==> config.mk <==
export PLATFORM = sky130hd
export DESIGN_NAME = baud_cfg_ctrl
export DESIGN_NICKNAME = d
export VERILOG_FILES = /design/src/rtl/baud_cfg_ctrl.sv
export SDC_FILE = /design/constraint.sdc
export NUM_CORES = 1
export LEC_CHECK = 0
export CORE_AREA = 2 2 149 151
export CTS_CLUSTER_SIZE = 28
export DETAILED_ROUTE_END_ITERATION = 8
export DIE_AREA = 0 0 151 153
export PLACE_DENSITY = 0.79
export SLEW_MARGIN = 20
export SYNTH_ARGS = -nofsm -noshare
export SYNTH_HDL_FRONTEND = slang
export SYNTH_SLANG_ARGS = --single-unit
==> constraint.sdc <==
create_clock -name clk -period 2.8 [get_ports clk]
set_input_delay 0.7 -clock clk [delete_from_list [all_inputs] [get_ports clk]]
set_output_delay 0.7 -clock clk [all_outputs]
set_load 0.1 [all_outputs]
==> src/rtl/baud_cfg_ctrl.sv <==
// Runtime divisor controller for the fractional-N baud tick generator.
// Derives (N, R, FTICK) from a requested baud and applies it only on a tick boundary.
module baud_cfg_ctrl #(
  parameter int unsigned F_CLK    = 50_000_000,
  parameter int unsigned OSR      = 16,
  parameter int unsigned DEF_BAUD = 115200,
  parameter int unsigned BAUD_W   = 24,
  parameter int unsigned N_W      = 16,
  parameter int unsigned SYNC_BIT = 0
) (
  input  logic              clk,
  input  logic              rst,
  input  logic              cfg_valid,
  output logic              cfg_ready,
  input  logic [BAUD_W-1:0] cfg_baud,
  output logic              cfg_done,
  output logic              cfg_err,
  input  logic              tick_osr,
  input  logic              tick_bit,
  output logic [N_W-1:0]    gen_n,
  output logic [31:0]       gen_r,
  output logic [31:0]       gen_ftick,
  output logic              gen_load,
  output logic [BAUD_W-1:0] active_baud
);

  typedef enum logic [2:0] {IDLE, MUL, DIV, CHECK, WAIT_TICK, APPLY} state_e;

  localparam logic [63:0] DEF_FT = 64'(DEF_BAUD) * 64'(OSR);
  localparam logic [63:0] DEF_N  = 64'(F_CLK) / DEF_FT;
  localparam logic [63:0] DEF_R  = 64'(F_CLK) - DEF_N * DEF_FT;
  localparam logic [31:0] FCLK   = 32'(F_CLK);
  localparam logic [32:0] N_MAX  = (33'd1 << N_W) - 33'd1;

  state_e              state_q, state_d;
  logic [BAUD_W-1:0]   baud_q, baud_d;
  logic [31:0]         ftick_q, ftick_d;
  logic                merr_q, merr_d;
  logic [31:0]         quo_q, quo_d;
  logic [31:0]         rem_q, rem_d;
  logic [4:0]          cnt_q, cnt_d;
  logic [N_W-1:0]      gen_n_q, gen_n_d;
  logic [31:0]         gen_r_q, gen_r_d;
  logic [31:0]         gen_ftick_q, gen_ftick_d;
  logic [BAUD_W-1:0]   active_q, active_d;
  logic                cfg_err_q, cfg_err_d;
  logic                done_q, done_d;
  logic                load_q, load_d;

  logic [39:0]         prod;
  logic [32:0]         rem_sh;
  logic                tick_sel;

  always_comb begin
    state_d     = state_q;
    baud_d      = baud_q;
    ftick_d     = ftick_q;
    merr_d      = merr_q;
    quo_d       = quo_q;
    rem_d       = rem_q;
    cnt_d       = cnt_q;
    gen_n_d     = gen_n_q;
    gen_r_d     = gen_r_q;
    gen_ftick_d = gen_ftick_q;
    active_d    = active_q;
    cfg_err_d   = cfg_err_q;
    done_d      = 1'b0;
    load_d      = 1'b0;
    prod        = 40'(baud_q) * 40'(OSR);
    // restoring division step: bring down the next dividend bit, MSB first
    rem_sh      = {rem_q, FCLK[cnt_q]};
    tick_sel    = (SYNC_BIT != 0) ? tick_bit : tick_osr;

    case (state_q)
      IDLE: begin
        if (cfg_valid) begin
          baud_d    = cfg_baud;
          cfg_err_d = 1'b0;
          state_d   = MUL;
        end
      end
      MUL: begin
        ftick_d = prod[31:0];
        merr_d  = (baud_q == '0) || (prod[39:32] != 8'd0);
        rem_d   = '0;
        quo_d   = '0;
        cnt_d   = 5'd31;
        state_d = DIV;
      end
      DIV: begin
        // runs the full 32 steps even on a MUL error to keep latency fixed
        if (rem_sh >= {1'b0, ftick_q}) begin
          rem_d = 32'(rem_sh - {1'b0, ftick_q});
          quo_d = {quo_q[30:0], 1'b1};
        end else begin
          rem_d = rem_sh[31:0];
          quo_d = {quo_q[30:0], 1'b0};
        end
        if (cnt_q == 5'd0) state_d = CHECK;
        else               cnt_d   = cnt_q - 5'd1;
      end
      CHECK: begin
        if (merr_q || (quo_q == '0) || ({1'b0, quo_q} > N_MAX)) begin
          cfg_err_d = 1'b1;
          done_d    = 1'b1;
          state_d   = IDLE;
        end else begin
          state_d   = WAIT_TICK;
        end
      end
      WAIT_TICK: begin
        // new triple is visible in the same cycle gen_load pulses
        if (tick_sel) begin
          gen_n_d     = quo_q[N_W-1:0];
          gen_r_d     = rem_q;
          gen_ftick_d = ftick_q;
          active_d    = baud_q;
          load_d      = 1'b1;
          done_d      = 1'b1;
          state_d     = APPLY;
        end
      end
      APPLY:   state_d = IDLE;
      default: state_d = IDLE;
    endcase
  end

  always_ff @(posedge clk) begin
    if (rst) begin
      state_q     <= IDLE;
      baud_q      <= '0;
      ftick_q     <= '0;
      merr_q      <= 1'b0;
      quo_q       <= '0;
      rem_q       <= '0;
      cnt_q       <= '0;
      gen_n_q     <= N_W'(DEF_N);
      gen_r_q     <= 32'(DEF_R);
      gen_ftick_q <= 32'(DEF_FT);
      active_q    <= BAUD_W'(DEF_BAUD);
      cfg_err_q   <= 1'b0;
      done_q      <= 1'b0;
      load_q      <= 1'b0;
    end else begin
      state_q     <= state_d;
      baud_q      <= baud_d;
      ftick_q     <= ftick_d;
      merr_q      <= merr_d;
      quo_q       <= quo_d;
      rem_q       <= rem_d;
      cnt_q       <= cnt_d;
      gen_n_q     <= gen_n_d;
      gen_r_q     <= gen_r_d;
      gen_ftick_q <= gen_ftick_d;
      active_q    <= active_d;
      cfg_err_q   <= cfg_err_d;
      done_q      <= done_d;
      load_q      <= load_d;
    end
  end

  assign cfg_ready   = (state_q == IDLE);
  assign cfg_done    = done_q;
  assign cfg_err     = cfg_err_q;
  assign gen_load    = load_q;
  assign gen_n       = gen_n_q;
  assign gen_r       = gen_r_q;
  assign gen_ftick   = gen_ftick_q;
  assign active_baud = active_q;

endmodule
==> results.tsv, run 1 <==
stage	metric	value	unit
yosys	post-synthesis mux area share	0.00732	
route	drt first pass iters	5	
final_layout	layout cells sized above 1	0.164	
power	pwr dens	1100	mW/mm2
die	Top Ports	137	
worst_hold_path	Hold WC Path Type	flop to flop	
placement	DP Worst Slack	0.0511	ns
timing	Final Max Slew Viols	0	
route	Via Count	8760	
setup_path	slowest stage delay, CP	0.46	ns
route	vias per cell	5.38	
clocking	CTS tree	done	
setup_path	crit-path leading delay family	simple AND/OR/NAND/NOR gates	
setup_path	CP Cell Sequence	inv_1 -> ha_1 -> nand4_1 -> nor4b_1 -> and3_1 -> a31oi_2 -> o2111a_2 -> buf_4 -> a2111oi_4 -> xnor2_1 -> o21ai_1	
die	Row Count	54	
flow_run	Max-cap violations	0	
placement	final RePlAce weighted congestion	0.938	
placement	HPWL Detailed	17.3	mm
yosys	post-synthesis simple-gate area fraction	0.218	
yosys	post-synthesis compound-gate area fraction	0.200	
grt	total grt overflow	0	
power	Leakage	4.80	nW
timing	period utilization	0.978	
yosys	adder-cell area share of the yosys netlist	0.0361	
clocking	Clock Pin Slew Worst Setup and Hold Paths	0.06	ns
clocking	worst-skew pair later-pin latency	0.51	ns
yosys	#FFs+latches synth	221	
setup_path	Worst Path Required	3.19	ns
final_layout	Ant. Diodes	0	
yosys	post-synth top area share	0.462	
setup_path	classification of the worst setup path	flop to flop	
clocking	Num CTS Buffers	24	
yosys	Yosys warnings	0	
yosys	Syn Inst Count	1209	
die	Core Box Area	0.0215	mm2
setup_path	Data arrival, critical path	3.13	ns
route	# DRC	0	
clocking	Clock Sinks	221	
timing	Fin Hold WS	0.454	ns
yosys	synthesized area	0.00957	mm2
yosys	most frequent cell after synthesis	nand2_1	
yosys	Main synth FF type	dfxtp_1	
placement	port bufs	127	
grt	GR Util All Layers	0.211	
final_layout	fillers	1978	
setup_path	CP Max Fanout	5	
timing	worst slew pin tran	0.652	ns
clocking	CTS root buf	clkbuf_16	
timing	final hold viol count	0	
final_layout	end-of-flow core utilization	0.557	
setup_path	Critical Path End Type	flop	
route	drt wl/cell	15.4	um
yosys	async set-or-reset flop fraction in the synthesized netlist	0	
timing	Tmin final	2.74	ns
yosys	synth unique cells	63	
route	post-route ant nets	0	
timing	Setup Skew	0.00843	ns
route	DRT iter0 DRCs	730	
die	die area	0.0231	mm2
final_layout	Area Growth Syn to Fin	25.1	%
run_status	status	finished clean	
timing	Final setup viols	0	
die	Die X	151	um
clocking	H-tree depth	1	
yosys	xor/xnor cell area share of the yosys netlist	0.0211	
grt	largest net degree at the start of global routing	135	
power	worst vdd ir	0.957	mV
timing	fmax	365	MHz
timing	RSZ-0062 raised after global routing	yes	
yosys	largest family of logic cells by synthesized area	simple AND/OR/NAND/NOR gates	
grt	vias in the first global route	8067	
yosys	Syn Area/Cell	7.91	um2
route	Total Wirelength	25.1	mm
setup_path	CP max stage cell	nor4b_1	
die	die height	153	um
die	Starting Density	0.445	
timing	slew margin rel.	0.566	
yosys	Post-synth EDFFs	0	
yosys	Area contributors post-synth	dfxtp_1 (46%), nand2_1 (13%), a21oi_1 (8.5%)	
yosys	top post-synthesis cells by count	nand2_1 (332), dfxtp_1 (221), a21oi_1 (163)	
setup_path	Critical Path Start Type	flop	
setup_path	Buf+Inv Stages, Crit Path	2	
grt	first-pass GRT wire length	40.3	mm
clocking	clock buffer depth	3	
grt	antenna violations before repair	0	
timing	Final WS setup	0.0607	ns
yosys	sequential fraction of the synthesis area	0.462	
yosys	cell taking the most area after synthesis	dfxtp_1	
power	Design Power	0.0131	W
final_layout	Nets	1386	
## cell usage in the layout (no fill, tap or decap), drive strengths merged, types with 15 or more instances in the layout
cell type,netlist,layout
ha,26,26
clkbuf,65,27
o21ai,46,46
nor2,69,69
dfxtp,221,221
buf,21,148
a21oi,163,163
xnor2,18,18
a22oi,36,36
nor4,15,15
inv,38,39
nand2,332,332
clkdlybuf4s50,0,26
## flip-flops by register name, summed over array words and instances, names as in the netlist, 3 cells and up
register     flops
baud_q          24
active_baud     24
gen_ftick       24
state_q          3
gen_n           16
cnt_q            5
quo_q           32
rem_q           32
ftick_q         24
gen_r           32
## metal layers
layer	track usage	up-vias	wire (um)
met5	0	-	0
met4	0.0552	0	461
met3	0.0472	44	1730
met2	0.347	227	11900
met1	0.280	4128	10900
li1	-	4361	-
## stage by stage
step           cell area (um2)  TNS (ns)  instances
2_1_floorplan             9600         0       1216
3_3_place_gp             11000         0       1581
3_5_place_dp             11000         0       1581
4_1_cts                  11900         0       1625
5_1_grt                  12000   -0.0715       1628
6_report                 12000         0       1628
## worst paths after layout
kind	endpoint	cells after the start	startpoint	slack [ns]
worst max-delay path	rem_q[28]	11	ftick_q[7]	0.06
worst min register to register	cfg_err	2	cfg_err	0.45
worst min-delay path	cfg_err	2	cfg_err	0.45
worst max register to register	rem_q[28]	11	ftick_q[7]	0.06
## logic make-up (layout without fill, tap and decap cells)
group / Yosys count / in the layout
fa+ha+maj: 27 / 27
xor+xnor: 23 / 23
buf+inv: 124 / 256
flops: 221 / 221
other cells: 1 / 8
mux: 7 / 7
compound gates: 315 / 315
simple gates: 491 / 491
## repair_timing
item                       in CTS  in global routing
setup endpoints to repair       0                 19
gates resized for setup         0                 22
buffers inserted                0                  3
hold buffers                    0                  0
## worst min-delay path: stages, from the launching register on
cell and delay, ns:
dfxtp_1 0.31, nand2_1 0.05, a21oi_1 0.05
## where the power goes
part	total (W)	switching [W]	internal [W]
Clock	0.00342	0.00129	0.00213
Combinational	0.00614	0.00334	0.00280
Sequential	0.00356	0.000229	0.00333
## layout make-up
class | count | area, um2 | area share
clock inverters | 17 | 226 | 0.0189
repair buffers | 174 | 1410 | 0.118
clock buffers | 27 | 643 | 0.0537
flip-flops and latches | 221 | 4420 | 0.370
multi-input cells | 871 | 4770 | 0.398
well taps | 280 | 350 | 0.0293
inverters | 38 | 143 | 0.0119
No activity file was read; power rests on OpenSTA's default activity.
==> run 2: changes to the inputs <==
--- a/config.mk
+++ b/config.mk
@@ -9,7 +9,9 @@
 export CTS_CLUSTER_SIZE = 28
 export DETAILED_ROUTE_END_ITERATION = 8
 export DIE_AREA = 0 0 151 153
-export PLACE_DENSITY = 0.79
+export DONT_BUFFER_PORTS = 1
+export GPL_TIMING_DRIVEN = 0
+export PLACE_DENSITY = 0.56
 export SLEW_MARGIN = 20
 export SYNTH_ARGS = -nofsm -noshare
 export SYNTH_HDL_FRONTEND = slang
==> run 2 against run 1 <==
Compared with the run above:
- global-route usage up 3.8 points
- register-to-register slack improved by 0.02 ns
- sequential share of layout area rose by 3.1 points
- cell area fell by 7.4%
- count of clock-buffer cells in the layout grew 9
- setup slack improved by 0.017 ns
- total power up 3.0%
- maximum frequency grew 0.64%
- largest cell class unchanged
==> results.tsv, run 2 (synthesized netlist as in run 1, its figures left out) <==
stage	metric	value	unit
clocking	hold_buf cts	0	
grt	grt peak-use layer	met2	
clocking	Clock Sinks	221	
timing	Final setup viols	0	
final_layout	post-route cell area	0.0111	mm2
grt	total grt overflow	0	
setup_path	Worst Path Required	3.18	ns
timing	Final Max Slew Viols	0	
run_status	status	finished clean	
grt	largest net degree at the start of global routing	13	
grt	GRT met3 Usage	0.0579	
power	Design Power	0.0135	W
setup_path	Critical Path End Type	flop	
route	post-route ant nets	0	
grt	M2 GR Usage	0.386	
final_layout	Ant. Diodes	0	
timing	final hold viol count	0	
final_layout	Finished Layout Cells	1550	
flow_run	Max-cap violations	0	
clocking	CTS root buf	clkbuf_16	
timing	worst slew pin tran	1.07	ns
setup_path	critical path depth	11	
die	Row Count	54	
timing	Final WS setup	0.0780	ns
grt	first-pass GRT wire length	44.9	mm
clocking	H-tree depth	1	
die	Starting Density	0.445	
die	die height	153	um
power	Leakage	4.15	nW
power	worst vdd ir	1.17	mV
timing	fmax	367	MHz
final_layout	most frequent cells in the layout	nand2_1 (330), dfxtp_1 (213), a21oi_1 (162)	
clocking	worst-skew pair later-pin latency	0.52	ns
power	pwr dens	1220	mW/mm2
clocking	Clock Pin Slew Worst Setup and Hold Paths	0.06	ns
setup_path	CP Max Fanout	10	
timing	Fin Hold WS	0.261	ns
placement	placed cell count	1499	
clocking	Num CTS Buffers	25	
setup_path	Data arrival, critical path	3.10	ns
timing	Tmin final	2.72	ns
clocking	CTS tree	done	
die	die area	0.0231	mm2
placement	final RePlAce weighted congestion	0.857	
setup_path	CP Cell Sequence	inv_1 -> ha_2 -> or3_1 -> or4_4 -> a31oi_4 -> o2111a_1 -> buf_6 -> buf_6 -> nor2_1 -> a21oi_1 -> o21ai_1	
grt	met1 GRT Util	0.347	
final_layout	most common cell after layout, fill and taps aside	nand2_1	
grt	GR Util All Layers	0.249	
setup_path	Buf+Inv Stages, Crit Path	3	
setup_path	CP max stage cell	or4_4	
route	drt wl/cell	18.8	um
final_layout	Nets	1310	
placement	HPWL Detailed	21.3	mm
timing	period utilization	0.972	
setup_path	reg2reg path depth	11	
route	DRT iter0 DRCs	516	
timing	slew margin rel.	0.284	
clocking	clock buffer depth	3	
final_layout	fillers	2195	
route	drt first pass iters	5	
final_layout	layout cells sized above 1	0.0945	
setup_path	Critical Path Start Type	flop	
worst_hold_path	WHS Path Cells	1	
die	Core Box Area	0.0215	mm2
timing	Setup Skew	0.00964	ns
final_layout	Area Growth Syn to Fin	15.9	%
route	vias per cell	5.45	
setup_path	slowest stage delay, CP	0.45	ns
route	Via Count	8453	
setup_path	CP dominant cell by count	buf_6	
route	# DRC	0	
setup_path	classification of the worst setup path	flop to flop	
die	Top Ports	137	
setup_path	crit-path leading delay family	simple AND/OR/NAND/NOR gates	
placement	DP Worst Slack	-0.235	ns
worst_hold_path	Hold WC Path Type	input pin to flop	
route	Total Wirelength	29.1	mm
die	Die X	151	um
placement	dpl cell area	0.0100	mm2
grt	antenna violations before repair	0	
placement	port bufs	0	
grt	vias in the first global route	8000	
[run 2: final cells by class]
type                            instances  area, um2  share of cell area
Sequential cell                       221       4440               0.400
Multi-Input combinational cell        871       4870               0.440
Tap cell                              280        350              0.0316
Clock buffer                           36        737              0.0665
Clock inverter                          7       40.0             0.00361
Inverter                               38        143              0.0129
Buffer                                 85        398              0.0359
Timing Repair Buffer                   12        106             0.00959
[run 2: per-stage QoR]
step	setup TNS, ns	util
after floorplan	0	-
after global placement	-8.33	0.463
after detailed placement	-2.49	0.465
after CTS	0	0.505
after global routing	-0.0212	0.516
final	0	0.516
[run 2: path summary, 6_finish.rpt]
check         startpoint     endpoint  slack (ns)
min reg2reg  ftick_q[18]  ftick_q[18]        0.46
max reg2reg  ftick_q[27]    rem_q[20]        0.08
min                  rst     cnt_q[0]        0.26
max          ftick_q[27]    rem_q[20]        0.08
[run 2: power by group]
group | switching [W] | internal [W]
sequential | 0.000262 | 0.00333
combinational | 0.00375 | 0.00308
clock | 0.00127 | 0.00181
total | 0.00528 | 0.00822
[run 2: what timing repair did]
item                                    4_1_cts  5_1_grt
cloned                                        0        0
pin swaps                                     4       17
buffers inserted                              0        9
endpoints found under the setup margin       29       25
resized for setup                            19       45
[run 2: per-layer routing]
layer / part of all wire / vias to the layer above
li1: - / 4202
met1: 0.46 / 3982
met2: 0.45 / 226
met3: 0.073 / 43
met4: 0.024 / 0
met5: 0 / -
